[config.mk]
export PLATFORM = sky130hd
export DESIGN_NAME = alu_seq_fsm
export DESIGN_NICKNAME = d
export VERILOG_FILES = /design/src/rtl/alu_seq_fsm_pkg.sv /design/src/rtl/alu_seq_fsm_reg_sel_dec.sv /design/src/rtl/alu_seq_fsm.sv
export SDC_FILE = /design/constraint.sdc
export NUM_CORES = 1
export LEC_CHECK = 0
export BUFFER_PORTS_ARGS = -buffer_cell sky130_fd_sc_hd__clkbuf_2
export CORE_UTILIZATION = 42
export DETAILED_ROUTE_END_ITERATION = 8
export PLACE_DENSITY = 0.74
export SLEW_MARGIN = 10
export SYNTH_ARGS = -nofsm -noshare
export SYNTH_HDL_FRONTEND = slang
export SYNTH_HIERARCHICAL = 1
export SYNTH_SLANG_ARGS = --single-unit
[constraint.sdc]
create_clock -name clk -period 1.76 [get_ports clk]
set_clock_uncertainty 0.2 [all_clocks]
set_input_delay 0.088 -clock clk [delete_from_list [all_inputs] [get_ports clk]]
set_output_delay 0.088 -clock clk [all_outputs]
set_load 0.02 [all_outputs]
[src/rtl/alu_seq_fsm_pkg.sv]
// Shared constants, state encoding and opcode decode for the ALU instruction sequencer.
package alu_seq_fsm_pkg;

  localparam int INSTR_W  = 16;
  localparam int SEL_W    = 3;
  localparam int NUM_REGS = 6;

  localparam logic [3:0] OPC_ADD = 4'h1;
  localparam logic [3:0] OPC_SUB = 4'h2;
  localparam logic [3:0] OPC_AND = 4'h3;
  localparam logic [3:0] OPC_OR  = 4'h4;

  localparam logic [2:0] REG_G0 = 3'd0;
  localparam logic [2:0] REG_G1 = 3'd1;
  localparam logic [2:0] REG_G2 = 3'd2;
  localparam logic [2:0] REG_G3 = 3'd3;
  localparam logic [2:0] REG_P0 = 3'd4;
  localparam logic [2:0] REG_P1 = 3'd5;

  localparam logic [1:0] ALU_ADD = 2'b00;
  localparam logic [1:0] ALU_SUB = 2'b01;
  localparam logic [1:0] ALU_AND = 2'b10;
  localparam logic [1:0] ALU_OR  = 2'b11;

  typedef enum logic [2:0] {
    ST_IDLE = 3'd0,
    ST_T1   = 3'd1,
    ST_T2   = 3'd2,
    ST_T3   = 3'd3,
    ST_FIN  = 3'd4
  } state_t;

  // Returns {legal, alu_op}; anything outside the four ALU opcodes is rejected.
  function automatic logic [2:0] opc_decode(input logic [3:0] opc);
    logic [2:0] res;
    case (opc)
      OPC_ADD: res = {1'b1, ALU_ADD};
      OPC_SUB: res = {1'b1, ALU_SUB};
      OPC_AND: res = {1'b1, ALU_AND};
      OPC_OR:  res = {1'b1, ALU_OR};
      default: res = {1'b0, ALU_ADD};
    endcase
    return res;
  endfunction

endpackage

[src/rtl/alu_seq_fsm_reg_sel_dec.sv]
// Register-select decoder: SEL_W code to one-hot bus enable, flagging codes with no register.
module alu_seq_fsm_reg_sel_dec #(
  parameter int SEL_W    = 3,
  parameter int NUM_REGS = 6
) (
  input  logic [SEL_W-1:0]    code,
  output logic [NUM_REGS-1:0] onehot,
  output logic                invalid
);

  // One-hot compare; an empty vector means the code names no register.
  always_comb begin
    onehot = '0;
    for (int i = 0; i < NUM_REGS; i++) begin
      onehot[i] = (code == SEL_W'(i));
    end
    invalid = ~|onehot;
  end

endmodule

[src/rtl/alu_seq_fsm.sv]
// Sequencer for one register-to-register ALU instruction over the single-bus datapath.
// Optional status-flag hookup is enabled by defining ALU_FLAGS_EN.
module alu_seq_fsm
  import alu_seq_fsm_pkg::*;
(
  input  logic                clk,
  input  logic                rst,
  input  logic                start,
  input  logic [INSTR_W-1:0]  fullBitNum,
  output logic [NUM_REGS-1:0] reg_in,
  output logic [NUM_REGS-1:0] reg_out,
  output logic                A_in,
  output logic                G_in,
  output logic                G_out,
  output logic [1:0]          alu_op,
  output logic                PC_inc,
  output logic                done,
  output logic                busy,
`ifdef ALU_FLAGS_EN
  input  logic                flags_z,
  output logic                flags_in,
  output logic                zero_hit,
`endif
  output logic                illegal
);

  state_t              state, state_nxt;
  logic [NUM_REGS-1:0] rd_dec, rs_dec;
  logic [NUM_REGS-1:0] rd_hot, rs_hot;
  logic                rd_bad, rs_bad;
  logic                op_ok, instr_ok;
  logic [1:0]          op_dec, op_sel;
  logic                ill_flag;
  logic                unused_field;

  alu_seq_fsm_reg_sel_dec #(.SEL_W(SEL_W), .NUM_REGS(NUM_REGS)) u_rd_dec (
    .code    (fullBitNum[5:3]),
    .onehot  (rd_dec),
    .invalid (rd_bad)
  );

  alu_seq_fsm_reg_sel_dec #(.SEL_W(SEL_W), .NUM_REGS(NUM_REGS)) u_rs_dec (
    .code    (fullBitNum[2:0]),
    .onehot  (rs_dec),
    .invalid (rs_bad)
  );

  assign {op_ok, op_dec} = opc_decode(fullBitNum[15:12]);
  assign instr_ok        = op_ok & ~rd_bad & ~rs_bad;
  assign unused_field    = ^fullBitNum[11:6];

  // Instruction is kept in decoded form so later input changes cannot leak in.
  always_ff @(posedge clk) begin
    if (rst) begin
      state    <= ST_IDLE;
      rd_hot   <= '0;
      rs_hot   <= '0;
      op_sel   <= ALU_ADD;
      ill_flag <= 1'b0;
    end else begin
      state <= state_nxt;
      if (state == ST_IDLE && start) begin
        rd_hot   <= rd_dec;
        rs_hot   <= rs_dec;
        op_sel   <= op_dec;
        ill_flag <= ~instr_ok;
      end
    end
  end

  // Next state and control strobes decoded from the current state.
  always_comb begin
    state_nxt = state;
    reg_in    = '0;
    reg_out   = '0;
    A_in      = 1'b0;
    G_in      = 1'b0;
    G_out     = 1'b0;
    alu_op    = ALU_ADD;
    PC_inc    = 1'b0;
    done      = 1'b0;
    illegal   = 1'b0;
    busy      = 1'b1;
    case (state)
      ST_IDLE: begin
        busy = 1'b0;
        if (start) begin
          state_nxt = instr_ok ? ST_T1 : ST_FIN;
        end else begin
          state_nxt = ST_IDLE;
        end
      end
      ST_T1: begin
        reg_out   = rd_hot;
        A_in      = 1'b1;
        state_nxt = ST_T2;
      end
      ST_T2: begin
        reg_out   = rs_hot;
        G_in      = 1'b1;
        alu_op    = op_sel;
        state_nxt = ST_T3;
      end
      ST_T3: begin
        G_out     = 1'b1;
        reg_in    = rd_hot;
        state_nxt = ST_FIN;
      end
      ST_FIN: begin
        PC_inc    = 1'b1;
        done      = 1'b1;
        illegal   = ill_flag;
        state_nxt = ST_IDLE;
      end
      default: begin
        busy      = 1'b0;
        state_nxt = ST_IDLE;
      end
    endcase
  end

`ifdef ALU_FLAGS_EN
  logic zero_flag;

  // Remembers a zero result from a SUB so FIN can report it alongside done.
  always_ff @(posedge clk) begin
    if (rst) begin
      zero_flag <= 1'b0;
    end else if (state == ST_IDLE && start) begin
      zero_flag <= 1'b0;
    end else if (state == ST_T2 && op_sel == ALU_SUB && flags_z) begin
      zero_flag <= 1'b1;
    end
  end

  assign flags_in = (state == ST_T2);
  assign zero_hit = (state == ST_FIN) & zero_flag;
`endif

endmodule

==> qor.csv <==
metric,value,unit
worst flop-to-flop path startpoint,state[0],
Max transition margin,0.759,
vias in the first global route,917,
critical path startpoint,state[0],
Max Cap Viol,0,
xor/xnor cell area share of the yosys netlist,0.0182,
Ys Warns,6,
Synth Area in Adders,0,
Fin Hold WS,9.09,ps
GRT Total Usage,0.201,
fill count,186,
fraction of the mapped netlist area in compound gates,0.164,
Worst Path Required,1780,ps
RSZ-0062 raised after global routing,yes,
Core Area,2060,um^2
routability congestion estimate from global placement,0.786,
antenna violations before repair,0,
Max clock buf depth,2,
fmax,0.580,GHz
critical path capture point,op_sel[0],
worst path cell trace,or4b_4 > or4_1 > a21oi_1,
Worst path slowest cell,or4b_4,
Synthesized Nets,140,
Gate Count Post-Synth,121,
arrival time at the worst endpoint,1750,ps
"area leader, netlist",dfxtp_1,
largest family of logic cells by synthesized area,simple AND/OR/NAND/NOR gates,
# port buffers,33,
row cnt,16,
"commonest non-fill, non-tap cell in the layout",nand2_1,
largest net degree at the start of global routing,18,
grt ovf,0,
Sw Share,0.270,
Initial Util,0.467,
CP Depth,3,
post-route clock period utilization,0.980,
die height,49.9,um
"Cell Area, Synth",962,um^2
Leak,0.605,nW
Post-Route WL,2.43,mm
layout cell share with drive strength beyond 1,0.369,
Internal,0.637,mW
Peak VDD IR,0.000511,V
drt wl/cell,12.5,um
share of the synthesized area in the top cell type,0.375,
simple-gate share of the synthesized area,0.395,
Worst-Skew Late Latency,290,ps
Area Growth Syn to Fin,45.4,%
Tmin final,1720,ps
P per Cell Area,624,nW/um^2
Sink Count,18,
Yosys cell types,28,
Pre-antenna DRT Iters,4,
Crit Path Max Fanout,2,
most frequent cells in the layout,"nand2_1, clkbuf_2, dfxtp_1",
CTS tree,yes,
top area cells in the synthesized netlist,"dfxtp_1, nand2_1, a21oi_1, nor3b_1, and2_1",
nets@finish,188,
final setup vio count,0,
total power,0.873,mW
total number of vias,996,
Num CTS Buffers,3,
Die Footprint,2490,um^2
"Hold Vio Cnt, Final",0,
syn_area_per_cell,7.95,um^2
R2R Path End,op_sel[0],
drt initial violations,13,
ANT cells,0,
Psw,0.236,mW
mux cell area share after synthesis,0,
Pins Over Slew Limit,0,
status,completed,
"flops & latches, synth",18,
WS Path Type,reg -> reg,
Storage cell area,364,um^2
vias per cell,5.11,
H-tree Lvls,1,
CP startpoint kind,flop,
register area share after synthesis,0.375,
CP max stage delay,530,ps
FF-to-FF path depth,3,
clock network power share,0.286,
Root Buffer,clkbuf_4,
Multi-input gate area,588,um^2
clock-pin slew on the worst setup and hold paths,100,ps
Worst-Margin Slew,361,ps
CP endpoint kind,flop,
global-route wire length before repair,3.82,mm
Die W,49.9,um
Comb power frac,0.218,
hpwl dp,1.58,mm
CP bufs+invs,0,
DRC Markers,0,
IO Pins,40,
"CP delay by family, top",simple AND/OR/NAND/NOR gates,
sequential power share,0.496,
r2r setup slk,40,ps
DRT antenna net count,0,
worst min path class,in -> reg,
[metal layers]
| layer | wire (um) | GRT usage | up-vias | part of all wire |
|---|---|---|---|---|
| li1 | - | - | 511 | - |
| met1 | 1140 | 0.240 | 452 | 0.47 |
| met2 | 1180 | 0.363 | 31 | 0.49 |
| met3 | 93 | 0.0278 | 2 | 0.038 |
| met4 | 13 | 0.0714 | 0 | 0.0053 |
| met5 | 0 | 0 | - | 0 |
[what timing repair did]
item / 4_1_cts / 5_1_grt
endpoints found under the hold margin: 10 / 0
resized for setup: 2 / 28
hold buffers: 10 / 0
setup buffers: 0 / 1
cloned: 0 / 0
setup endpoints to repair: 13 / 15
pin swaps: 0 / 6
[per-stage QoR]
step | instances | util | setup TNS [ps] | setup slack (ps) | area, um^2
final | 195 | 0.678 | 0 | 35.6 | 1400
after global routing | 195 | 0.678 | -97.9 | -19.2 | 1400
after CTS | 194 | 0.644 | 0 | 5.58 | 1330
after detailed placement | 180 | 0.575 | 0 | 35.4 | 1190
after global placement | 180 | 0.575 | 0 | 63.6 | 1190
after floorplan | 121 | - | -105 | -105 | 967
[final cells by class]
type	instances	share of cell area
Sequential cell	18	0.260
Timing Repair Buffer	52	0.269
Multi-Input combinational cell	94	0.420
Tap cell	27	0.0242
Clock buffer	4	0.0259
[Yosys cell counts]
master,instances
a211o_1,1
a21oi_1,14
a22o_1,6
a31oi_1,1
and2_1,9
and2_2,2
and3_1,1
and3b_1,1
and3b_2,4
and4_1,1
buf_2,1
buf_4,1
buf_6,1
clkbuf_1,6
dfxtp_1,18
nand2_1,26
nand3b_1,1
nor2_1,5
nor3_1,4
nor3b_1,8
nor4b_1,1
o21a_1,2
o21ai_0,1
or3_1,1
or3b_2,1
or4_1,1
or4b_1,1
xnor2_1,2
[worst min path at each step]
stage,to,startpoint,cells past startpoint,slack [ps]
finish,op_sel[1],rst,2,9
global route,rd_hot[3],rst,2,10
CTS,rs_hot[5],rst,2,4
detailed placement,op_sel[1],fullBitNum[15],3,200
global placement,op_sel[1],fullBitNum[15],3,190
floorplan,rs_hot[0],fullBitNum[2],3,50
[cell families after synthesis]
family / Yosys count
buffers and inverters: 9
AOI/OAI and AO/OA: 25
and+or+nand+nor: 67
DFF: 18
xor gates and xnor gates: 2
[registers in the layout, summed over array words and instances (netlist names)]
signal and count:
op_sel 2, rs_hot 6, state 3, rd_hot 6
ill_flag 1
[power by group through the flow]
stage / Sequential [mW] / Combinational (mW) / Clock [mW]
finish: 0.433 / 0.190 / 0.250
detailed placement: 0.441 / 0.159 / 0
CTS: 0.431 / 0.178 / 0.254
global route: 0.435 / 0.208 / 0.276
floorplan: 0.440 / 0.103 / 0
global placement: 0.440 / 0.156 / 0
No activity file was read; power rests on OpenSTA's default activity.
